$ cat src/rtl/sseg_pkg.sv
// Shared definitions for the seven-segment square display animators.
package sseg_pkg;

    localparam int POS_W   = 3;
    localparam int NUM_POS = 8;

    typedef enum logic {
        S_STOP,
        S_RUN
    } gen_state_t;

    // Next slot around the square loop; the 3-bit wrap gives modulo-8 arithmetic.
    function automatic logic [POS_W-1:0] pos_step(input logic [POS_W-1:0] pos,
                                                 input logic             cw);
        return cw ? pos + POS_W'(1) : pos - POS_W'(1);
    endfunction

endpackage

$ cat src/rtl/square_pattern_gen_tick_gen.sv
// Prescaler: counts 0..limit-1 and flags the terminal cycle. The terminal test
// is count+1 >= limit, so a count already beyond a freshly lowered limit ticks
// on the next edge instead of running on to wrap.
module tick_gen #(
    parameter int CNT_W = 3,
    parameter int LIM_W = CNT_W + 1
) (
    input  logic             clk,
    input  logic             reset,
    input  logic             clr,
    input  logic [LIM_W-1:0] limit,
    output logic             tick
);

    logic [CNT_W-1:0] count;
    logic [LIM_W-1:0] count_inc;

    assign count_inc = {1'b0, count} + LIM_W'(1);
    assign tick      = !clr && (count_inc >= limit);

    // Count up, restarting at zero on a clear or at the terminal count.
    always_ff @(posedge clk or posedge reset) begin
        if (reset) begin
            count <= '0;
        end else if (clr || tick) begin
            count <= '0;
        end else begin
            count <= count + CNT_W'(1);
        end
    end

endmodule

$ cat src/rtl/square_pattern_gen.sv
// Position generator for the square decoder: walks the eight square slots
// clockwise or counter-clockwise, either free-running at a programmable rate
// or one slot per step pulse while stopped.
//
//   state  | meaning
//   -------+-----------------------------------------------------------
//   S_STOP | prescaler held at 0; each cycle with step=1 advances pos
//   S_RUN  | pos advances on every prescaler terminal count; step ignored
module square_pattern_gen
    import sseg_pkg::*;
#(
    parameter int TICK_DIV = 50_000_000
) (
    input  logic             clk,
    input  logic             reset,
    input  logic             en,
    input  logic             cw,
    input  logic [1:0]       speed,
    input  logic             step,
    output logic [POS_W-1:0] pos,
    output logic             adv,
    output logic             lap
);

    localparam int CNT_W = $clog2(TICK_DIV);
    localparam int LIM_W = CNT_W + 1;
    // One extra bit so limit can hold TICK_DIV itself at speed 0.
    localparam logic [LIM_W-1:0] DIV = LIM_W'(TICK_DIV);

    gen_state_t       state;
    logic [LIM_W-1:0] limit;
    logic             clr;
    logic             tick;
    logic [POS_W-1:0] pos_next;

    assign limit    = DIV >> speed;
    // Clearing when en drops also suppresses a tick that lands on the stop edge.
    assign clr      = (state == S_STOP) || !en;
    assign pos_next = pos_step(pos, cw);

    tick_gen #(
        .CNT_W (CNT_W),
        .LIM_W (LIM_W)
    ) u_tick_gen (
        .clk   (clk),
        .reset (reset),
        .clr   (clr),
        .limit (limit),
        .tick  (tick)
    );

    // Run/stop FSM with the position register and registered pulse outputs.
    always_ff @(posedge clk or posedge reset) begin
        if (reset) begin
            state <= S_STOP;
            pos   <= '0;
            adv   <= 1'b0;
            lap   <= 1'b0;
        end else begin
            adv <= 1'b0;
            lap <= 1'b0;
            unique case (state)
                S_STOP: begin
                    if (step) begin
                        pos <= pos_next;
                        adv <= 1'b1;
                        lap <= (pos_next == '0);
                    end
                    if (en) begin
                        state <= S_RUN;
                    end
                end
                S_RUN: begin
                    if (!en) begin
                        state <= S_STOP;
                    end else if (tick) begin
                        pos <= pos_next;
                        adv <= 1'b1;
                        lap <= (pos_next == '0);
                    end
                end
                default: begin
                    state <= S_STOP;
                end
            endcase
        end
    end

endmodule

$ cat config.mk
export PLATFORM = sky130hd
export DESIGN_NAME = square_pattern_gen
export DESIGN_NICKNAME = d
export VERILOG_FILES = /design/src/rtl/sseg_pkg.sv /design/src/rtl/square_pattern_gen_tick_gen.sv /design/src/rtl/square_pattern_gen.sv
export SDC_FILE = /design/constraint.sdc
export NUM_CORES = 1
export LEC_CHECK = 0
export ABC_AREA = 1
export BUFFER_PORTS_ARGS = -buffer_cell sky130_fd_sc_hd__buf_4
export CAP_MARGIN = 0
export CORE_MARGIN = 2
export CORE_UTILIZATION = 40
export CTS_BUF_LIST = sky130_fd_sc_hd__clkbuf_2
export DETAILED_ROUTE_END_ITERATION = 16
export PLACE_DENSITY = 0.66
export SYNTH_ARGS = -nofsm -noshare
export SYNTH_HDL_FRONTEND = slang
export SYNTH_SLANG_ARGS = --single-unit
$ cat constraint.sdc
create_clock -name clk -period 5.46 [get_ports clk]
set_input_delay 1.092 -clock clk [delete_from_list [all_inputs] [get_ports clk]]
set_output_delay 1.092 -clock clk [all_outputs]
set_load 0.05 [all_outputs]
==> results.yml <==
power:
  power_density_nw_per_um2: 193
  leakage_nw: 1.37
  combPwrFrac_pct: 21.3
  clkPwrFrac_pct: 30.7
  p_sw_share_pct: 32.9
  ir_drop_uv: 212
  p_sw_uw: 177
  seqPwrFrac_pct: 48.0
  cell_internal_pwr_uw: 361
setup_path:
  cp_max_fo: 26
  critPathLaunchType: "register"
  critPathKind: "reg -> reg"
  crit_required_ns: 5.70
  end_kind: "register"
  cp_common_cell: "nor2_1"
  critical_path_arrival_ns: 3.97
  reg2reg_slack_ns: 1.73
  critPathSlowestCell: "nand3_4"
  crit_path_max_incr_delay_ns: 0.53
  path_cells: "nand2_2 -> nor3_4 -> nand3_2 -> or3_1 -> xor2_1 -> inv_1 -> ha_1 -> nand2_1 -> nor2_1 -> nand2_1 -> nor2_1 -> nand3_1 -> nor2_1 -> nand3b_1 -> nor2_2 -> nor2_4 -> nand3_4 -> a21oi_1"
clock_tree:
  clkTransAtPathRegs_ns: 0.18
  cts_tree: "built"
  htreeDepth: 2
  postCtsSetupRepairBufs: 0
  clk_path_buf_depth: 2
  clk_latency_ns: 0.39
  cts_made_buffers: 5
  cts_hold_buf: 0
  cts-root-buf: "clkbuf_2"
  ctsResizeCount: 0
  cts.sinks: 32
grt:
  grt_pass1_wl_mm: 8.91
  antenna_found_initial: 0
  overflow: 0
  grt_pass1_vias: 1989
  grt_use_met3_pct: 2.85
  grt-busiest-layer: "met2"
  grt_max_degree: 33
  use_met2_pct: 25.4
  grt_usage_pct: 15.7
  grtUsageMet1_pct: 21.6
sta:
  max_freq_mhz: 268
  finalSetupViolations: 0
  max_slew_margin_pct: 52.1
  fin_crit_sh_pct: 68.3
  finalMaxSlewViolations: 0
  finalCriticalPeriod_ns: 3.73
  hold_viol: 0
  rsz0062_at_grt: "false"
  tightest_slew_ns: 0.719
  setup_tns_ns: 0
  fin_skew_ns: 0.0264
detailed_routing:
  drt_iter0_drc: 82
  ant_nets: 0
  drc: 0
  wl_mm: 5.03
  wl_per_cell_um: 12.3
  vias: 1920
  dr.pass1.iters: 4
  via_per_inst: 4.68
logic_synthesis:
  synth_seq_area_share_pct: 31.0
  synthDistinctLibCells: 29
  avgSynthCellArea_um2: 8.17
  yosysWarnings: 0
  syn_inst: 316
  synth_fp_nets: 346
  netlist_area_um2: 2580
  ys_ff_latch: 32
placed_design:
  place_congestion: 0.874
  io_buffers: 11
  dp_hpwl_mm: 4.12
final_layout:
  fin_nets: 362
  antenna_cells: 0
  multi_input_area_um2: 1530
  final-seq-area_um2: 801
  final_cell_mix: "60 x nand2_1, 54 x inv_1, 36 x nor2_1"
  final_common_cell: "nand2_1"
  drive_above_1_share_pct: 20.7
  areaGrowthSynthToFinish_pct: 8.14
  num-fill-cells: 647
  final_util_pct: 44.2
floorplan:
  die_h_um: 84.4
  fp.coreArea_um2: 6310
  rows: 29
  die_w_um: 84.4
  initial_core_util_pct: 40.9
  ioPinCount: 12
  die_area_um2: 7110
status:
  outcome: "complete, no violations"
worst_hold_path:
  hp-class: "reg -> reg"
job:
  max_cap_viol_count: 0
area by class of cell:
type	count	area share (%)
repair buffers	12	3.23
clock buffers	5	0.896
well taps	77	3.45
flip-flops and latches	32	28.7
clock inverters	3	1.52
multi-input cells	226	54.8
inverters	55	7.39
per-stage QoR:
| step | instance area (µm²) | setup slack (ns) | hold WS [ns] | instances | total power [mW] |
|---|---|---|---|---|---|
| finish | 2790 | 1.73 | 0.533 | 410 | 0.538 |
| global route | 2790 | 1.35 | 0.559 | 410 | 0.565 |
| CTS | 2790 | 1.69 | 0.539 | 410 | 0.547 |
| detailed placement | 2730 | 1.75 | 0.517 | 402 | 0.379 |
| global placement | 2730 | 1.78 | 0.495 | 402 | 0.377 |
| floorplan | 2580 | 2.47 | 0.477 | 316 | 0.349 |
state kept, by name, summed over array words and instances (netlist names):
register and cells:
pos 3, u_tick_gen.count 26, state 1, lap 1
adv 1
power groups by stage:
stage / clock [mW] / sequential, mW / combinational, mW
finish: 0.165 / 0.258 / 0.115
global route: 0.178 / 0.260 / 0.127
CTS: 0.171 / 0.259 / 0.117
detailed placement: 0 / 0.263 / 0.116
global placement: 0 / 0.263 / 0.115
floorplan: 0 / 0.295 / 0.0540
cells in the mapped netlist, drive strengths merged:
cell     n  area [µm²]
nand4    6        43.8
ha      22         275
clkbuf   1        3.75
xnor2    6        52.6
xor2    16         148
nor2    64         430
nor3     5        41.3
dfrtp   32         801
or3      1        6.26
nand3   17         120
nand2   72         305
a21oi   11        55.1
o21ai    2        10.0
nor4b    1        8.76
fa       1        20.0
buf      2        40.0
nand3b   2        15.0
inv     55         206
final timing paths:
path                       depth (start not counted)              endpoint                 from
hold reg to reg                                    1   u_tick_gen.count[0]  u_tick_gen.count[0]
setup / recovery                                  18  u_tick_gen.count[19]  u_tick_gen.count[3]
setup reg to reg                                  18  u_tick_gen.count[19]  u_tick_gen.count[3]
min in group asynchronous                          3                 state                reset
max in group asynchronous                          3  u_tick_gen.count[11]                reset
hold / removal                                     1   u_tick_gen.count[0]  u_tick_gen.count[0]
logic make-up (layout without fill, tap and decap cells):
logic type | count (synthesis) | count (layout) | share of synthesized area [%]
AO/OA/AOI/OAI | 13 | 13 | 2.52
adder cells (fa/ha/maj) | 23 | 23 | 11.4
AND/OR/NAND/NOR | 168 | 168 | 37.6
buffers and inverters | 58 | 75 | 9.69
XOR/XNOR | 22 | 22 | 7.75
flip-flops | 32 | 32 | 31.0
per-layer routing:
| metal | up-vias | wire length (µm) |
|---|---|---|
| li1 | 1004 | - |
| met1 | 882 | 2530 |
| met2 | 27 | 2320 |
| met3 | 7 | 114 |
| met4 | 0 | 68 |
| met5 | - | 0 |
worst max-delay path, delay by kind of cell, from the launching register on:
| kind | cells | cell delay (ns) |
|---|---|---|
| and+or+nand+nor | 14 | 2.22 |
| DFF | 1 | 0.49 |
| adders and majority gates | 1 | 0.35 |
| xor gates and xnor gates | 1 | 0.34 |
| buffers and inverters | 1 | 0.10 |
| AOI/OAI and AO/OA | 1 | 0.09 |
Note: power is estimated with default switching activity, not from simulation.
